`src/rtl/lupdate_if.sv`:
```
// Packet stream seen by lupdate: the upstream words coming in and the delayed words going out.
// A word moves in every cycle its *_data_wr strobe is high; there is no back-pressure, so the receiver takes every strobed word, and *_data_valid is meaningful only together with *_data_valid_wr (tail word).
interface lupdate_if;
    logic         in_lu_data_wr;
    logic [133:0] in_lu_data;
    logic         in_lu_data_valid;
    logic         in_lu_data_valid_wr;
    logic         out_lu_data_wr;
    logic [133:0] out_lu_data;
    logic         out_lu_data_valid;
    logic         out_lu_data_valid_wr;

    modport master (
        output in_lu_data_wr, in_lu_data, in_lu_data_valid, in_lu_data_valid_wr,
        input  out_lu_data_wr, out_lu_data, out_lu_data_valid, out_lu_data_valid_wr
    );

    modport slave (
        input  in_lu_data_wr, in_lu_data, in_lu_data_valid, in_lu_data_valid_wr,
        output out_lu_data_wr, out_lu_data, out_lu_data_valid, out_lu_data_valid_wr
    );
endinterface

```
`src/rtl/lupdate.sv`:
```
// Beacon-update consumer: swallows beacon updates addressed to this switch, applies their
// config words, and forwards every other packet through a fixed 3-cycle pipeline.
module lupdate #(
    parameter logic [3:0]  UPD_TYPE  = 4'hd,
    parameter logic [15:0] PTP_ETYPE = 16'h88f7,
    parameter logic [31:0] DEF_SLOT  = 32'd1000,
    parameter logic [31:0] DEF_TB    = 32'd0
) (
    input  logic        clk,
    input  logic        rst_n,
    lupdate_if.slave    lu,
    input  logic [47:0] in_local_mac_id,
    output logic        beacon_update_master,
    output logic        direction,
    output logic [47:0] direct_mac_addr,
    output logic [31:0] token_bucket_para,
    output logic [31:0] time_slot_period,
    output logic [15:0] upd_cnt,
    output logic [15:0] upd_err_cnt,
    output logic [1:0]  o_dbg_state
);

    typedef enum logic [1:0] {S_IDLE, S_HDR, S_DROP, S_PASS} state_t;

    typedef struct packed {
        logic [133:0] data;
        logic         wr;
        logic         valid;
        logic         valid_wr;
        logic         drop;
    } stage_t;

    state_t       r_state, w_state_nxt;
    stage_t       r_st [3];
    logic [3:0]   r_widx;
    logic [47:0]  r_sh_mac;
    logic         r_sh_dir;
    logic [31:0]  r_sh_tb, r_sh_slot;
    logic         r_master, r_dir;
    logic [47:0]  r_mac;
    logic [31:0]  r_tb, r_slot;
    logic [15:0]  r_cnt, r_err;

    logic         w_wr, w_head, w_tail, w_hit, w_match, w_in_drop, w_commit, w_trunc;
    logic [3:0]   w_idx;
    logic [127:0] w_pl;
    logic [47:0]  w_src_mac;
    logic         w_src_dir;
    logic [31:0]  w_src_tb, w_src_slot;

    assign w_pl   = lu.in_lu_data[127:0];
    assign w_wr   = lu.in_lu_data_wr;
    assign w_head = w_wr && (lu.in_lu_data[133:132] == 2'b01);
    assign w_tail = w_wr && (lu.in_lu_data[133:132] == 2'b10);
    assign w_idx  = w_head ? 4'd0 : ((r_widx == 4'hf) ? 4'hf : r_widx + 4'd1);

    assign w_hit   = (w_pl[127:80] == in_local_mac_id) && (w_pl[31:16] == PTP_ETYPE)
                     && (w_pl[11:8] == UPD_TYPE);
    assign w_match = w_wr && !w_head && (r_state == S_HDR) && (w_idx == 4'd2) && w_hit;
    // Tag carried with each word so an aborted packet's words keep their own drop decision.
    assign w_in_drop = w_wr && !w_head && ((r_state == S_DROP) || w_match);
    assign w_commit  = w_tail && (r_state == S_DROP) && (w_idx >= 4'd6);
    assign w_trunc   = w_tail && ((r_state == S_DROP) || w_match) && (w_idx < 4'd6);

    // A tail that is itself word 6 commits straight from the input.
    assign w_src_mac  = (w_idx == 4'd6) ? w_pl[127:80] : r_sh_mac;
    assign w_src_dir  = (w_idx == 4'd6) ? w_pl[79]     : r_sh_dir;
    assign w_src_tb   = (w_idx == 4'd6) ? w_pl[63:32]  : r_sh_tb;
    assign w_src_slot = (w_idx == 4'd6) ? w_pl[31:0]   : r_sh_slot;

    always_comb begin
        w_state_nxt = r_state;
        if (w_head) begin
            w_state_nxt = S_HDR;
        end else if (w_wr) begin
            case (r_state)
                S_HDR: begin
                    if (w_tail)            w_state_nxt = S_IDLE;
                    else if (w_idx == 4'd2) w_state_nxt = w_match ? S_DROP : S_PASS;
                end
                S_DROP, S_PASS: if (w_tail) w_state_nxt = S_IDLE;
                default: w_state_nxt = r_state;
            endcase
        end
    end

    always_ff @(posedge clk or negedge rst_n) begin
        if (!rst_n) begin
            r_state <= S_IDLE;
            r_widx  <= 4'd0;
            for (int i = 0; i < 3; i++) r_st[i] <= '0;
        end else begin
            r_state <= w_state_nxt;
            if (w_wr) r_widx <= w_idx;
            r_st[0] <= '{data: lu.in_lu_data, wr: w_wr, valid: lu.in_lu_data_valid,
                         valid_wr: lu.in_lu_data_valid_wr, drop: w_in_drop};
            r_st[1] <= r_st[0];
            r_st[2] <= r_st[1];
            if (w_match) begin
                r_st[1].drop <= 1'b1;
                r_st[2].drop <= 1'b1;
            end
        end
    end

    always_ff @(posedge clk or negedge rst_n) begin
        if (!rst_n) begin
            r_sh_mac  <= '0;
            r_sh_dir  <= 1'b0;
            r_sh_tb   <= '0;
            r_sh_slot <= '0;
            r_master  <= 1'b0;
            r_dir     <= 1'b0;
            r_mac     <= '0;
            r_tb      <= DEF_TB;
            r_slot    <= DEF_SLOT;
            r_cnt     <= '0;
            r_err     <= '0;
        end else begin
            if ((r_state == S_DROP) && w_wr && !w_head && (w_idx == 4'd6)) begin
                r_sh_mac  <= w_pl[127:80];
                r_sh_dir  <= w_pl[79];
                r_sh_tb   <= w_pl[63:32];
                r_sh_slot <= w_pl[31:0];
            end
            if (w_commit) begin
                r_mac    <= w_src_mac;
                r_dir    <= w_src_dir;
                r_tb     <= w_src_tb;
                r_slot   <= w_src_slot;
                r_master <= ~r_master;
                r_cnt    <= r_cnt + 16'd1;
            end
            if (w_trunc && (r_err != 16'hffff)) r_err <= r_err + 16'd1;
        end
    end

    assign lu.out_lu_data_wr       = r_st[2].wr       & ~r_st[2].drop;
    assign lu.out_lu_data          = r_st[2].drop ? '0 : r_st[2].data;
    assign lu.out_lu_data_valid    = r_st[2].valid    & ~r_st[2].drop;
    assign lu.out_lu_data_valid_wr = r_st[2].valid_wr & ~r_st[2].drop;

    assign beacon_update_master = r_master;
    assign direction            = r_dir;
    assign direct_mac_addr      = r_mac;
    assign token_bucket_para    = r_tb;
    assign time_slot_period     = r_slot;
    assign upd_cnt              = r_cnt;
    assign upd_err_cnt          = r_err;
    assign o_dbg_state          = r_state;

endmodule

```
`src/flat_wrapper.sv`:
```
// flat-port wrapper written by rule: the top's interface ports become plain ports
module lupdate_flat 
#(
    parameter logic [3:0]  UPD_TYPE  = 4'hd,
    parameter logic [15:0] PTP_ETYPE = 16'h88f7,
    parameter logic [31:0] DEF_SLOT  = 32'd1000,
    parameter logic [31:0] DEF_TB    = 32'd0
)
  (clk, rst_n, in_local_mac_id, beacon_update_master, direction, direct_mac_addr, token_bucket_para, time_slot_period, upd_cnt, upd_err_cnt, o_dbg_state, lu_in_lu_data_wr, lu_in_lu_data, lu_in_lu_data_valid, lu_in_lu_data_valid_wr, lu_out_lu_data_wr, lu_out_lu_data, lu_out_lu_data_valid, lu_out_lu_data_valid_wr);
  lupdate_if lu_i ();
  input  logic clk;
  input  logic rst_n;
  input  logic [47:0] in_local_mac_id;
  output logic beacon_update_master;
  output logic direction;
  output logic [47:0] direct_mac_addr;
  output logic [31:0] token_bucket_para;
  output logic [31:0] time_slot_period;
  output logic [15:0] upd_cnt;
  output logic [15:0] upd_err_cnt;
  output logic [1:0] o_dbg_state;
  input wire logic [$bits(lu_i.in_lu_data_wr)-1:0] lu_in_lu_data_wr;
  input wire logic [$bits(lu_i.in_lu_data)-1:0] lu_in_lu_data;
  input wire logic [$bits(lu_i.in_lu_data_valid)-1:0] lu_in_lu_data_valid;
  input wire logic [$bits(lu_i.in_lu_data_valid_wr)-1:0] lu_in_lu_data_valid_wr;
  output wire logic [$bits(lu_i.out_lu_data_wr)-1:0] lu_out_lu_data_wr;
  output wire logic [$bits(lu_i.out_lu_data)-1:0] lu_out_lu_data;
  output wire logic [$bits(lu_i.out_lu_data_valid)-1:0] lu_out_lu_data_valid;
  output wire logic [$bits(lu_i.out_lu_data_valid_wr)-1:0] lu_out_lu_data_valid_wr;
  assign lu_i.in_lu_data_wr = lu_in_lu_data_wr;
  assign lu_i.in_lu_data = lu_in_lu_data;
  assign lu_i.in_lu_data_valid = lu_in_lu_data_valid;
  assign lu_i.in_lu_data_valid_wr = lu_in_lu_data_valid_wr;
  assign lu_out_lu_data_wr = lu_i.out_lu_data_wr;
  assign lu_out_lu_data = lu_i.out_lu_data;
  assign lu_out_lu_data_valid = lu_i.out_lu_data_valid;
  assign lu_out_lu_data_valid_wr = lu_i.out_lu_data_valid_wr;
  lupdate #(.UPD_TYPE(UPD_TYPE), .PTP_ETYPE(PTP_ETYPE), .DEF_SLOT(DEF_SLOT), .DEF_TB(DEF_TB)) u_core (.clk(clk), .rst_n(rst_n), .lu(lu_i), .in_local_mac_id(in_local_mac_id), .beacon_update_master(beacon_update_master), .direction(direction), .direct_mac_addr(direct_mac_addr), .token_bucket_para(token_bucket_para), .time_slot_period(time_slot_period), .upd_cnt(upd_cnt), .upd_err_cnt(upd_err_cnt), .o_dbg_state(o_dbg_state));
endmodule
```
`config.mk`:
```
export PLATFORM = sky130hd
export DESIGN_NAME = lupdate_flat
export DESIGN_NICKNAME = d
export VERILOG_FILES = /design/src/rtl/lupdate_if.sv /design/src/rtl/lupdate.sv /design/src/flat_wrapper.sv
export SDC_FILE = /design/constraint.sdc
export NUM_CORES = 1
export LEC_CHECK = 0
export ABC_AREA = 1
export BUFFER_PORTS_ARGS = -buffer_cell sky130_fd_sc_hd__buf_2
export CORE_MARGIN = 1
export CORE_UTILIZATION = 59
export CTS_BUF_LIST = sky130_fd_sc_hd__clkbuf_16
export DETAILED_ROUTE_END_ITERATION = 8
export PLACE_DENSITY = 0.85
export REMOVE_ABC_BUFFERS = 1
export SYNTH_ARGS = -nofsm -noshare
export SYNTH_HDL_FRONTEND = slang
export SYNTH_SLANG_ARGS = --single-unit
```
`constraint.sdc`:
```
create_clock -name clk -period 5.8 [get_ports clk]
set_input_delay 1.16 -clock clk [delete_from_list [all_inputs] [get_ports clk]]
set_output_delay 1.16 -clock clk [all_outputs]
set_load 0.005 [all_outputs]
```
Yosys cells after proc, flatten, opt, wreduce, memory -nomap -nowiden. Index checks and enable logic that the tools add are counted.

Flip-flop bits (word level): 679. Latch bits: 0. RAM bits: 0. Bits in read-only memories: 0. Input port bits: 187. Output and inout port bits: 285. Word-level logic and storage cells: 91. Memories kept: 0.

Add/subtract/negate cells: 3. $mul: 0. Div/mod/pow operators: 0. Order comparisons: 2. Equality and inequality tests: 14. Shift-type cells: 0. Multiplexer cells: 16. Bitwise operators: 5. Reductions and logical operators: 23.

Operators with widths (number): 134-bit two-way mux (1); 32-bit two-way mux (2); 48-bit equality test (1); 48-bit two-way mux (1); 16-bit by 1-bit adder with 16-bit output (second input constant) (2); 1-bit logical AND (17); 16-bit equality test (second input constant) (1); 16-bit != test (second input constant) (1); 2-bit two-way mux (5); 4-bit equality test (second input constant) (2); 4-bit two-way mux (2); 2-bit equality test (second input constant) (3); 4-bit by 1-bit adder with 4-bit output (second input constant) (1); 2-bit by 1-bit equality test with 1-bit output (second input constant) (2); 4-bit by 2-bit equality test with 1-bit output (second input constant) (1); 4-bit by 3-bit equality test with 1-bit output (second input constant) (1); 4-bit by 3-bit >= comparator with 1-bit output (second input constant) (1); 4-bit by 3-bit < comparator with 1-bit output (second input constant) (1); 1-bit two-way mux (4); 4-bit by 2-bit != test with 1-bit output (second input constant) (1); 2-bit case mux with 2 select lines (1); 4-bit AND reduction (1); 1-bit bitwise AND (3); 3-bit by 1-bit != test with 1-bit output (second input constant) (1); other kinds (6) (7).

Longest topological paths before layout. Gate-level depths: netlist of the first run.

Depth after elaboration: 13. Depth in mapped cells: 14. Mapped depth without buffers: 13.

Worst setup path before layout of the first run. OpenSTA, ideal clock, no wires.

Kind: input to register. Start: input lu_in_lu_data[133]. End: register u_core.r_sh_mac[10]. Library setup time: 0.130 ns. Data arrival time: 2.419 ns. Required time: 5.670 ns. Slack: 3.250 ns. Stages on the path: 11. Buffers on the path: 3. Cell sequence: inv_1 > nand3_2 > o211ai_1 > inv_1 > nand3_1 > or3_1 > buf_6 > buf_6 > buf_6 > nand2_1 > o21ai_1.

Cells in the longest elaborated chain, start to end: 5. Elaborated cells between the ends (all ways): 7. Those cells by class: 2 x eq/ne; 1 x mux; 4 x reduce/logical.

RTL lines: from (decl) (RTL line flat_wrapper.sv:23) `input wire logic [$bits(lu_i.in_lu_data)-1:0] lu_in_lu_data;`; 2-bit by 1-bit equality test with 1-bit output (*) (RTL line lupdate.sv:53) `assign w_head = w_wr && (lu.in_lu_data[133:132] == 2'b01);`; 1-bit logical AND (*) (RTL line lupdate.sv:53); 4-bit two-way mux or 1-bit zero test (tied branches) (RTL line lupdate.sv:55, lupdate.sv:120); 4-bit by 3-bit equality test with 1-bit output or 1-bit logical AND (tied branches) (RTL line lupdate.sv:120) `if ((r_state == S_DROP) && w_wr && !w_head && (w_idx == 4'd6)) begin`; 1-bit logical AND (*) (RTL line lupdate.sv:120); to (signal assigned) (RTL line lupdate.sv:121) `r_sh_mac <= w_pl[127:80];`; to (decl) (RTL line lupdate.sv:36) `logic [47:0] r_sh_mac;`.

Mark *: on every way between the ends. The rest lies on a longest branch, timed or not. A chain may end at the register's enable or synchronous reset.

Worst setup path in the final report of the first run.
Start: input lu_in_lu_data[133]. End: register u_core.r_sh_tb[4].

Cells in the longest elaborated chain, start to end: 5. Elaborated cells between the ends (all ways): 7. Those cells by class: 2 x eq/ne; 1 x mux; 4 x reduce/logical.

RTL lines: 2-bit by 1-bit equality test with 1-bit output (*) (RTL line lupdate.sv:53); 1-bit logical AND (*) (RTL line lupdate.sv:53); 4-bit two-way mux or 1-bit zero test (tied branches) (RTL line lupdate.sv:55, lupdate.sv:120); 4-bit by 3-bit equality test with 1-bit output or 1-bit logical AND (tied branches) (RTL line lupdate.sv:120); 1-bit logical AND (*) (RTL line lupdate.sv:120); to (signal assigned) (RTL line lupdate.sv:123) `r_sh_tb <= w_pl[63:32];`; to (decl) (RTL line lupdate.sv:38) `logic [31:0] r_sh_tb, r_sh_slot;`.

Marked as above.

==> summary.md, run 1 <==
| Metric | Value |
|---|---|
| Worst Path Arrival | `4.08 ns` |
| Fin nets | `2,910` |
| CP Launch Type | `input pin` |
| Initial Utilization | `0.6026` |
| Final Hold Viols | `0` |
| Mapped Cells | `between 2,000 and 2,500` |
| Bufs and invs on worst path | `4` |
| Maxcap violations | `0` |
| Post-Place Cell Area | `0.02681 mm2` |
| Post-cts resize count | `0` |
| Hold Path Depth | `0` |
| Most common cell after layout, fill and taps aside | `dfrtp_1` |
| Pre-antenna DRT Iters | `7` |
| Critical Path, Cell by Cell | `buf_2, inv_1, nand3_2, o211ai_1, inv_1, nand3_4, or3_4, buf_12, nand2_1, o21ai_1` |
| Util after Layout | `0.7214` |
| Power Density | `around 350 mW/mm2` |
| DR iter-0 viols | `1,437` |
| Synth Area in XOR/XNOR | `0.01417` |
| Sw frac | `0.2470` |
| H-tree levels | `3` |
| Adder-Cell Fraction of Synth Area | `0.001557` |
| Clock buffer count from CTS | `66` |
| Post-route ant nets | `0` |
| Slew margin rel. | `0.3137` |
| Vias in the first global route | `18,030` |
| Mux contribution to synthesized area | `0` |
| Finished layout cell area | `0.02886 mm2` |
| WL per Instance | `18.58 um` |
| RSZ-0062 raised after global routing | `no` |
| Largest family of logic cells by synthesized area | `simple AND/OR/NAND/NOR gates` |
| Post-Syn Area | `0.02411 mm2` |
| FMAX | `276.2 MHz` |
| Area growth syn-to-layout | `19.71%` |
| Global-route wire length before repair | `95.45 mm` |
| Final hold slack | `0.3336 ns` |
| GRT overflow | `0` |
| Finish-stage setup viols | `0` |
| GR peak layer | `met2` |
| Synth cell types | `34` |
| Critical path class | `input pin to flip-flop` |
| Ys flop type | `dfrtp_1` |
| DR vias | `17,590` |
| Filler cell count | `2,589` |
| Num ports | `472` |
| Crit Path Max Fanout | `72` |
| Slew @ Worst Pin | `1.029 ns` |
| RD Place Congestion | `0.8925` |
| CTS root buf | `clkbuf_16` |
| Worst Hold Class | `flip-flop to flip-flop` |
| Largest net degree at the start of global routing | `around 140` |
| CP max stage cell | `or3_4` |
| Most frequent cell on the critical path | `inv_1` |
| Critical Path Stages | `10` |
| Fin. max-slew vios | `0` |
| Syn avg cell area | `10.66 um2` |
| Die W | `around 200 um` |
| Pint | `7.594 mW` |
| Leak | `15.44 nW` |
| Warnings from Yosys | `0` |
| Worst Reg-to-Reg Cells | `8` |
| Die Y | `between 200 and 250 um` |
| Crit-path max cell delay | `0.84 ns` |
| WL final | `61.28 mm` |
| Antenna violations before repair | `5` |
| Compound-Gate Fraction of Synth Area | `0.07997` |
| GRT met3 Usage | `0.06186` |
| Met2 Usage GRT | `0.5091` |
| Period minus WS final | `~3.6 ns` |
| Worst skew pair latency | `0.58 ns` |
| HPWL after DPL | `about 39 mm` |
| Period utilization | `0.6243` |
| Seq/Total Area, Yosys | `0.7051` |
| Final Power | `10.09 mW` |
| Post-synth EDFFs | `0` |
| Met1 usage | `0.3612` |
| Share of cells above drive strength 1 | `0.2265` |
| Part of the power in combinational logic | `0.087` |
| Status | `complete, no violations` |
| Sink Count | `679` |
| Postcts setup bufs | `0` |
| Core box area | `0.04001 mm2` |
| Clock power share | `0.404` |
| Max VDD drop | `0.2390 mV` |
| WP data required | `6.25 ns` |
| Post-Synth Simple-Gate Area | `0.1287` |
| PortBufs | `471` |
| Most frequent cells in the layout | `dfrtp_1 (672), buf_2 (470), nand2_1 (411)` |
| Global-route usage over all layers | `0.2982` |
| Flops & latches, synth | `a little under 700` |
| Delay-heaviest family, CP | `simple AND/OR/NAND/NOR gates` |
| CP Capture Type | `flip-flop` |
| Sequential Power Share | `0.509` |
| DR vias/cell | `about 5.3` |
| CTS tree | `done` |
| CTS clk-pin slew, worst paths | `0.06 ns` |
| Asr flop ratio synth | `1.000` |
| Num rows | `73` |
| DRC viols | `0` |
| Post-cts hold buffer count | `0` |
| Die area | `0.04168 mm2` |
| Switch Pwr | `2.491 mW` |
| Maximum clock path buffer count | `3` |
| Clk_skew | `0.01719 ns` |
power groups by stage:
stage,Clock [mW],Sequential (mW),Combinational (mW)
6_report,4.08,5.13,0.873
5_1_grt,4.32,5.15,0.983
4_1_cts,4.14,5.13,0.877
3_5_place_dp,0,5.21,0.857
3_3_place_gp,0,5.19,0.810
2_1_floorplan,0,5.17,0.454
path summary, 6_finish.rpt:
path	startpoint	to	slack, ns
min in group asynchronous	rst_n	u_core.r_st[170]$_DFF_PN0_	0.67
min reg2reg	u_core.r_st[307]$_DFF_PN0_	u_core.r_st[169]$_DFF_PN0_	0.33
max in group asynchronous	rst_n	u_core.direct_mac_addr[43]$_DFFE_PN0P_	3.85
max reg2reg	u_core.r_widx[0]$_DFFE_PN0P_	u_core.r_sh_tb[4]$_DFFE_PN0P_	2.30
max	lu_in_lu_data[133]	u_core.r_sh_tb[4]$_DFFE_PN0P_	2.18
min	u_core.r_st[307]$_DFF_PN0_	u_core.r_st[169]$_DFF_PN0_	0.33
sequential cells by signal (all words and copies together), names as in the netlist:
register / count
u_core.r_st: 414
u_core.r_sh_slot: 32
u_core.r_sh_tb: 32
u_core.r_widx: 4
u_core.upd_err_cnt: 16
u_core.direct_mac_addr: 48
u_core.upd_cnt: 16
u_core.r_sh_dir: 1
u_core.time_slot_period: 32
u_core.token_bucket_para: 32
u_core.beacon_update_master: 1
u_core.o_dbg_state: 2
u_core.r_sh_mac: 48
u_core.direction: 1
area by class of cell:
type	count	area (um2)	share of cell area
clock inverter	50	389.1	0.01348
sequential	679	17000	0.5891
tap	525	656.9	0.02276
clock buffer	66	1652	0.05723
antenna	5	12.51	0.0004335
inverter	305	1145	0.03967
multi-input combinational	1182	5435	0.1883
timing repair buffer	486	2567	0.08896
cell families after synthesis:
logic type / count (synthesis)
and+or+nand+nor: 783
DFF: 679
buffers and inverters: 400
AOI/OAI and AO/OA: 357
xor gates and xnor gates: 39
adders and majority gates: 3
Yosys cell counts, types with 3 or more instances:
master / n / share of area
nand4_1: 28 / 0.0073
o21ai_0: 125 / 0.026
dfrtp_1: 673 / 0.70
o21ai_2: 34 / 0.012
o21ai_1: 77 / 0.016
a21oi_1: 115 / 0.024
clkbuf_1: 45 / 0.0070
dfstp_2: 6 / 0.0065
xor2_1: 18 / 0.0065
buf_6: 18 / 0.0084
buf_4: 10 / 0.0031
nand3_1: 20 / 0.0042
nand3_2: 4 / 0.0017
nand2_1: 412 / 0.064
ha_1: 3 / 0.0016
buf_2: 21 / 0.0044
inv_1: 304 / 0.047
xnor2_1: 21 / 0.0076
nor3_1: 4 / 0.00083
nor2_1: 304 / 0.047
metrics by stage:
| stage | setup TNS, ns | setup WS [ns] | instances |
|---|---|---|---|
| after global placement | 0 | 1.938 | 3177 |
| after global routing | 0 | 2.041 | 3297 |
| after detailed placement | 0 | 1.746 | 3177 |
| after floorplan | -552.23 | -4.311 | 2166 |
| after CTS | 0 | 2.216 | 3293 |
| final | 0 | 2.179 | 3298 |
routing by layer:
layer	wire, um	part of all wire
met1	22920	0.37
met2	31110	0.51
met3	4409	0.072
met4	2820	0.046
met5	15	0.00024
Power figures use the tool's default switching activity.
==> run 2: changes to the inputs <==
--- a/config.mk
+++ b/config.mk
@@ -8,10 +8,10 @@
 export ABC_AREA = 1
 export BUFFER_PORTS_ARGS = -buffer_cell sky130_fd_sc_hd__buf_2
 export CORE_MARGIN = 1
-export CORE_UTILIZATION = 59
+export CORE_UTILIZATION = 55
 export CTS_BUF_LIST = sky130_fd_sc_hd__clkbuf_16
 export DETAILED_ROUTE_END_ITERATION = 8
-export PLACE_DENSITY = 0.85
+export PLACE_DENSITY = 0.8
 export REMOVE_ABC_BUFFERS = 1
 export SYNTH_ARGS = -nofsm -noshare
 export SYNTH_HDL_FRONTEND = slang
==> constraint.sdc (replaced) <==
create_clock -name clk -period 3.71 [get_ports clk]
set_input_delay 0.742 -clock clk [delete_from_list [all_inputs] [get_ports clk]]
set_output_delay 0.742 -clock clk [all_outputs]
set_load 0.005 [all_outputs]
==> summary.md, run 2 (same netlist as run 1, synthesis figures left out) <==
| Metric | Value |
|---|---|
| Place WS | `0.6380 ns (-1.108 ns)` |
| Period minus WS final | `about 2.9 ns` |
| Final setup TNS | `0 ns (unchanged)` |
| DR vias | `17,110 (-2.7%)` |
| Reg area | `0.01700 mm2 (unchanged)` |
| Worst skew pair latency | `0.60 ns (+0.02 ns)` |
| Filler cell count | `3,063 (+18%)` |
| Reg with most FFs | `u_core.r_st` |
| Num rows | `76 (+4.1%)` |
| Status | `complete, no violations` |
| Post-cts hold buffer count | `0 (unchanged)` |
| Max reg flops | `414 (unchanged)` |
| Worst Path Arrival | `2.12 ns (-1.96 ns)` |
| Vias in the first global route | `17,590 (-2.4%)` |
| Finish-stage setup viols | `0 (unchanged)` |
| DRC viols | `0 (unchanged)` |
| Slew margin rel. | `0.2383 (-0.07535)` |
| Sink Count | `679 (unchanged)` |
| WP data required | `2.97 ns (-3.28 ns)` |
| CP Launch Type | `flip-flop` |
| Largest net degree at the start of global routing | `227 (+66%)` |
| Global-route usage over all layers | `0.2650 (-0.03311)` |
| Critical path class | `flip-flop to primary output` |
| Worst setup margin | `0.8462 ns (-1.333 ns)` |
| Die W | `211.4 um (+3.5%)` |
| Initial Utilization | `0.5585 (-0.04419)` |
| Area growth syn-to-layout | `21.11%` |
| DR iter-0 viols | `1,266 (-12%)` |
| CTS clk-pin slew, worst paths | `0.06 ns (about the same)` |
| Most common cell after layout, fill and taps aside | `dfrtp_1` |
| Share of cells above drive strength 1 | `0.2335 (+0.006947)` |
| Post-cts resize count | `0 (unchanged)` |
| Area of the multi-input gates | `0.005435 mm2 (unchanged)` |
| Slew @ Worst Pin | `1.143 ns (+0.1130 ns)` |
| CP Capture Type | `primary output` |
| Fin nets | `2,936 (+0.89%)` |
| Period utilization | `0.7719` |
| RSZ-0062 raised after global routing | `no` |
| Num ports | `472 (unchanged)` |
| Fin. max-slew vios | `0 (unchanged)` |
| GRT overflow | `0 (unchanged)` |
| WL final | `58.83 mm (-4.0%)` |
| Max VDD drop | `0.4185 mV (+75%)` |
| PortBufs | `471 (unchanged)` |
| Core box area | `0.04317 mm2 (+7.9%)` |
| Post-route ant nets | `0 (unchanged)` |
| Antenna violations before repair | `17 (+12)` |
| FMAX | `349.2 MHz` |
| Crit Path Max Fanout | `117 (+63%)` |
| Power Density | `536.1 mW/mm2 (+53%)` |
| RD Place Congestion | `0.8502 (-4.7%)` |
| WL per Instance | `17.34 um (-6.7%)` |
| Die Y | `211.4 um (+3.5%)` |
| HPWL after DPL | `37.45 mm (-4.9%)` |
| DR vias/cell | `5.045 (-5.4%)` |
| CTS tree | `done` |
| CTS root buf | `clkbuf_16` |
| Postcts setup bufs | `0 (unchanged)` |
| Maxcap violations | `0 (unchanged)` |
| Die area | `0.04468 mm2 (+7.2%)` |
| Most frequent cells in the layout | `dfrtp_1 (672), buf_2 (470), nand2_1 (411)` |
| Leak | `15.57 nW (+0.84%)` |
| Clock buffer count from CTS | `67 (+1.5%)` |
| Maximum clock path buffer count | `3 (unchanged)` |
| Final Hold Viols | `0 (unchanged)` |
| Global-route wire length before repair | `91.54 mm (-4.1%)` |
| Worst Hold Class | `input pin to async pin` |
| Pre-antenna DRT Iters | `6 (-1)` |
| Clk_skew | `0.02393 ns (+0.006737 ns)` |
| H-tree levels | `3 (unchanged)` |
## run 2: cell type report
class	count	area share
antenna	10	0.0008570
clock buffer	68	0.05828
clock inverter	52	0.01037
inverter	305	0.03921
multi-input combinational	1182	0.1861
sequential	679	0.5823
tap	585	0.02507
timing repair buffer	511	0.09778
## run 2: worst paths after layout
check | startpoint | end | slack (ns) | cells after the start
worst max-delay path | u_core.r_st[0]$_DFF_PN0_ | lu_out_lu_data[57] | 0.85 | 3
worst min-delay path | rst_n | u_core.r_st[212]$_DFF_PN0_ | 0.16 | 1
worst max register to register | u_core.r_widx[0]$_DFFE_PN0P_ | u_core.token_bucket_para[5]$_DFFE_PN0P_ | 0.95 | 8
worst min register to register | u_core.r_st[267]$_DFF_PN0_ | u_core.r_st[129]$_DFF_PN0_ | 0.32 | 0
max in group asynchronous | rst_n | u_core.r_st[353]$_DFF_PN0_ | 2.53 | 3
min in group clk | lu_in_lu_data[71] | u_core.r_st[351]$_DFF_PN0_ | 0.25 | 1
## run 2: power breakdown
group          switching (mW)  total (mW)  internal (mW)  leakage, nW
clock                    2.78        6.26           3.48         1.04
combinational           0.900        1.39          0.491         6.04
sequential              0.199        8.00           7.80         8.50
total                    3.88        15.7           11.8         15.6
## run 2: routing by layer
metal  global-route usage  vias to the layer above  routed length [um]
met5                    0                        -                  55
met4               0.1219                        8                2137
met3              0.08500                      137                4834
met2               0.4439                      641               29510
met1               0.3117                     8387               22290
li1                     -                     7938                   -
## run 2: worst max-delay path, cell delays in order, from the launching register on
cell     delay (ns)
dfrtp_4        0.58
buf_12         0.48
nor2_1         0.20
buf_2          0.18
## run 2: through the flow
stage | area, um2 | std cells | utilization | hold slack [ns] | power [mW]
floorplan | 23550 | 2166 | - | 0.3312 | 8.795
global placement | 27170 | 3262 | 0.6293 | 0.3310 | 9.410
detailed placement | 27170 | 3262 | 0.6293 | 0.3347 | 9.493
CTS | 29170 | 3382 | 0.6758 | 0.1578 | 15.78
global route | 29200 | 3391 | 0.6763 | 0.1860 | 16.26
finish | 29200 | 3392 | 0.6764 | 0.1633 | 15.65
==> run 3: changes to the inputs <==
==> constraint.sdc (replaced) <==
create_clock -name clk -period 2.7 [get_ports clk]
set_input_delay 0.54 -clock clk [delete_from_list [all_inputs] [get_ports clk]]
set_output_delay 0.54 -clock clk [all_outputs]
set_load 0.005 [all_outputs]
==> summary.md, run 3 (same netlist as run 1, synthesis figures left out) <==
| Metric | Value |
|---|---|
| Maxcap violations | `0 (unchanged)` |
| Global-route wire length before repair | `93.72 mm (+2.4%)` |
| Power Density | `748.8 mW/mm2 (+40%)` |
| CP Capture Type | `flip-flop` |
| Slew margin rel. | `0.5928 (+0.3545)` |
| Clk_skew | `0.02920 ns (+0.005273 ns)` |
| Die W | `211.4 um (unchanged)` |
| PortBufs | `471 (unchanged)` |
| CP Launch Type | `flip-flop` |
| HPWL after DPL | `38.69 mm (+3.3%)` |
| Max VDD drop | `0.5058 mV (+21%)` |
| Final Hold Viols | `0 (unchanged)` |
| Filler cell count | `3,006 (-1.9%)` |
| Finished layout cell area | `0.02949 mm2 (+1.0%)` |
| WP data required | `3.16 ns (+0.19 ns)` |
| Slew @ Worst Pin | `0.6108 ns (-0.5317 ns)` |
| DR iter-0 viols | `1,345 (+6.2%)` |
| Post-Place Cell Area | `0.02732 mm2 (+0.54%)` |
| Worst Hold Class | `input pin to flip-flop` |
| WL per Instance | `17.62 um (+1.6%)` |
| Num rows | `76 (unchanged)` |
| RSZ-0062 raised after global routing | `no` |
| CTS tree | `done` |
| WL final | `60.00 mm (+2.0%)` |
| Reg with most FFs | `u_core.r_st` |
| DR vias/cell | `5.060 (+0.30%)` |
| Most common cell after layout, fill and taps aside | `dfrtp_1` |
| DRC viols | `0 (unchanged)` |
| RD Place Congestion | `0.8610 (+1.3%)` |
| Period minus WS final | `between 2 and 2.5 ns` |
| Die Y | `211.4 um (unchanged)` |
| Global-route usage over all layers | `0.2714 (+0.006363)` |
| Post-route ant nets | `0 (unchanged)` |
| Core box area | `0.04317 mm2 (unchanged)` |
| FMAX | `403.0 MHz` |
| Vias in the first global route | `17,920 (+1.8%)` |
| DR vias | `17,230 (+0.68%)` |
| Fin nets | `2,949 (+0.44%)` |
| Pre-antenna DRT Iters | `7 (+1)` |
| Worst skew pair latency | `0.60 ns (about the same)` |
| Initial Utilization | `0.5585 (unchanged)` |
| Post-cts resize count | `0 (unchanged)` |
| Worst Path Arrival | `2.95 ns (+0.83 ns)` |
| CTS root buf | `clkbuf_16` |
| Fin. max-slew vios | `0 (unchanged)` |
| Sink Count | `679 (unchanged)` |
| H-tree levels | `3 (unchanged)` |
| Status | `complete, no violations` |
| Largest net degree at the start of global routing | `111 (-51%)` |
| Area growth syn-to-layout | `22.33%` |
| Leak | `15.72 nW (+0.96%)` |
| Most frequent cells in the layout | `dfrtp_1 (672), buf_2 (470), nand2_1 (411)` |
| Antenna violations before repair | `14 (-3)` |
| Maximum clock path buffer count | `3 (unchanged)` |
| Critical path class | `flip-flop to flip-flop` |
| Final setup TNS | `0 ns (unchanged)` |
| Die area | `0.04468 mm2 (unchanged)` |
| Max reg flops | `414 (unchanged)` |
| Crit Path Max Fanout | `30 (-74%)` |
| Share of cells above drive strength 1 | `0.2423 (+0.008798)` |
| Num ports | `472 (unchanged)` |
| Period utilization | `0.9190` |
| GRT overflow | `0 (unchanged)` |
| CTS clk-pin slew, worst paths | `0.07 ns (about the same)` |
| Finish-stage setup viols | `0 (unchanged)` |
| Clock buffer count from CTS | `66 (-1.5%)` |
-- run 3: timing repair --
item                      in CTS  in global routing
hold buffers                   1                  0
setup buffers                  0                  0
hold endpoints to repair      49                  0
-- run 3: worst max-delay path, stage by stage (launching register included) --
cell,delay [ns]
dfrtp_1,0.44
ha_1,0.27
nand3_2,0.12
nand2_1,0.09
nand2_2,0.07
nor2_2,0.15
nand3_4,0.15
or3_4,0.48
buf_12,0.21
buf_12,0.18
nand2_1,0.08
o21ai_1,0.09
-- run 3: layout make-up --
type / instances / area (um2) / share of cell area
Sequential cell: 679 / 17000 / 0.5765
Multi-Input combinational cell: 1182 / 5435 / 0.1843
Timing Repair Buffer: 525 / 3013 / 0.1022
Clock buffer: 67 / 1677 / 0.05685
Inverter: 305 / 1145 / 0.03882
Tap cell: 585 / 732.0 / 0.02482
Clock inverter: 53 / 466.7 / 0.01582
Antenna cell: 9 / 22.52 / 0.0007636
-- run 3: final timing paths --
| path | slack, ns | depth (start not counted) | start | to |
|---|---|---|---|---|
| max in group asynchronous | 1.19 | 3 | rst_n | u_core.upd_err_cnt[9]$_DFFE_PN0P_ |
| min in group asynchronous | 0.55 | 2 | rst_n | u_core.r_st[282]$_DFF_PN0_ |
| setup reg to reg | 0.22 | 11 | u_core.r_widx[0]$_DFFE_PN0P_ | u_core.r_sh_mac[27]$_DFFE_PN0P_ |
| hold reg to reg | 0.33 | 0 | u_core.r_st[314]$_DFF_PN0_ | u_core.r_st[176]$_DFF_PN0_ |
| hold / removal | 0.05 | 1 | lu_in_lu_data[129] | u_core.r_st[409]$_DFF_PN0_ |
| setup / recovery | 0.22 | 11 | u_core.r_widx[0]$_DFFE_PN0P_ | u_core.r_sh_mac[27]$_DFFE_PN0P_ |
-- run 3: per-stage QoR --
step	hold WS, ns	setup slack (ns)	std cells	total power, mW	utilization
after floorplan	0.2444	-6.861	2166	12.09	-
after global placement	0.3312	0.2337	3275	12.95	0.6328
after detailed placement	0.3347	0.1964	3275	13.08	0.6328
after CTS	0.01784	0.2161	3396	22.27	0.6826
after global routing	0.02429	0.08729	3402	22.95	0.6830
final	0.04975	0.2186	3405	22.09	0.6832
-- run 3: power by group --
| group | internal (mW) | switching [mW] |
|---|---|---|
| clock | 5.24 | 3.90 |
| sequential | 10.7 | 0.284 |
| combinational | 0.695 | 1.25 |
-- run 3: layer usage --
metal	vias to the layer above	track usage	share of wire	routed length [um]
li1	7955	-	-	-
met1	8460	0.3179	0.37	22370
met2	669	0.4738	0.51	30770
met3	136	0.07907	0.085	5093
met4	8	0.09920	0.029	1718
met5	-	0	0.00082	49
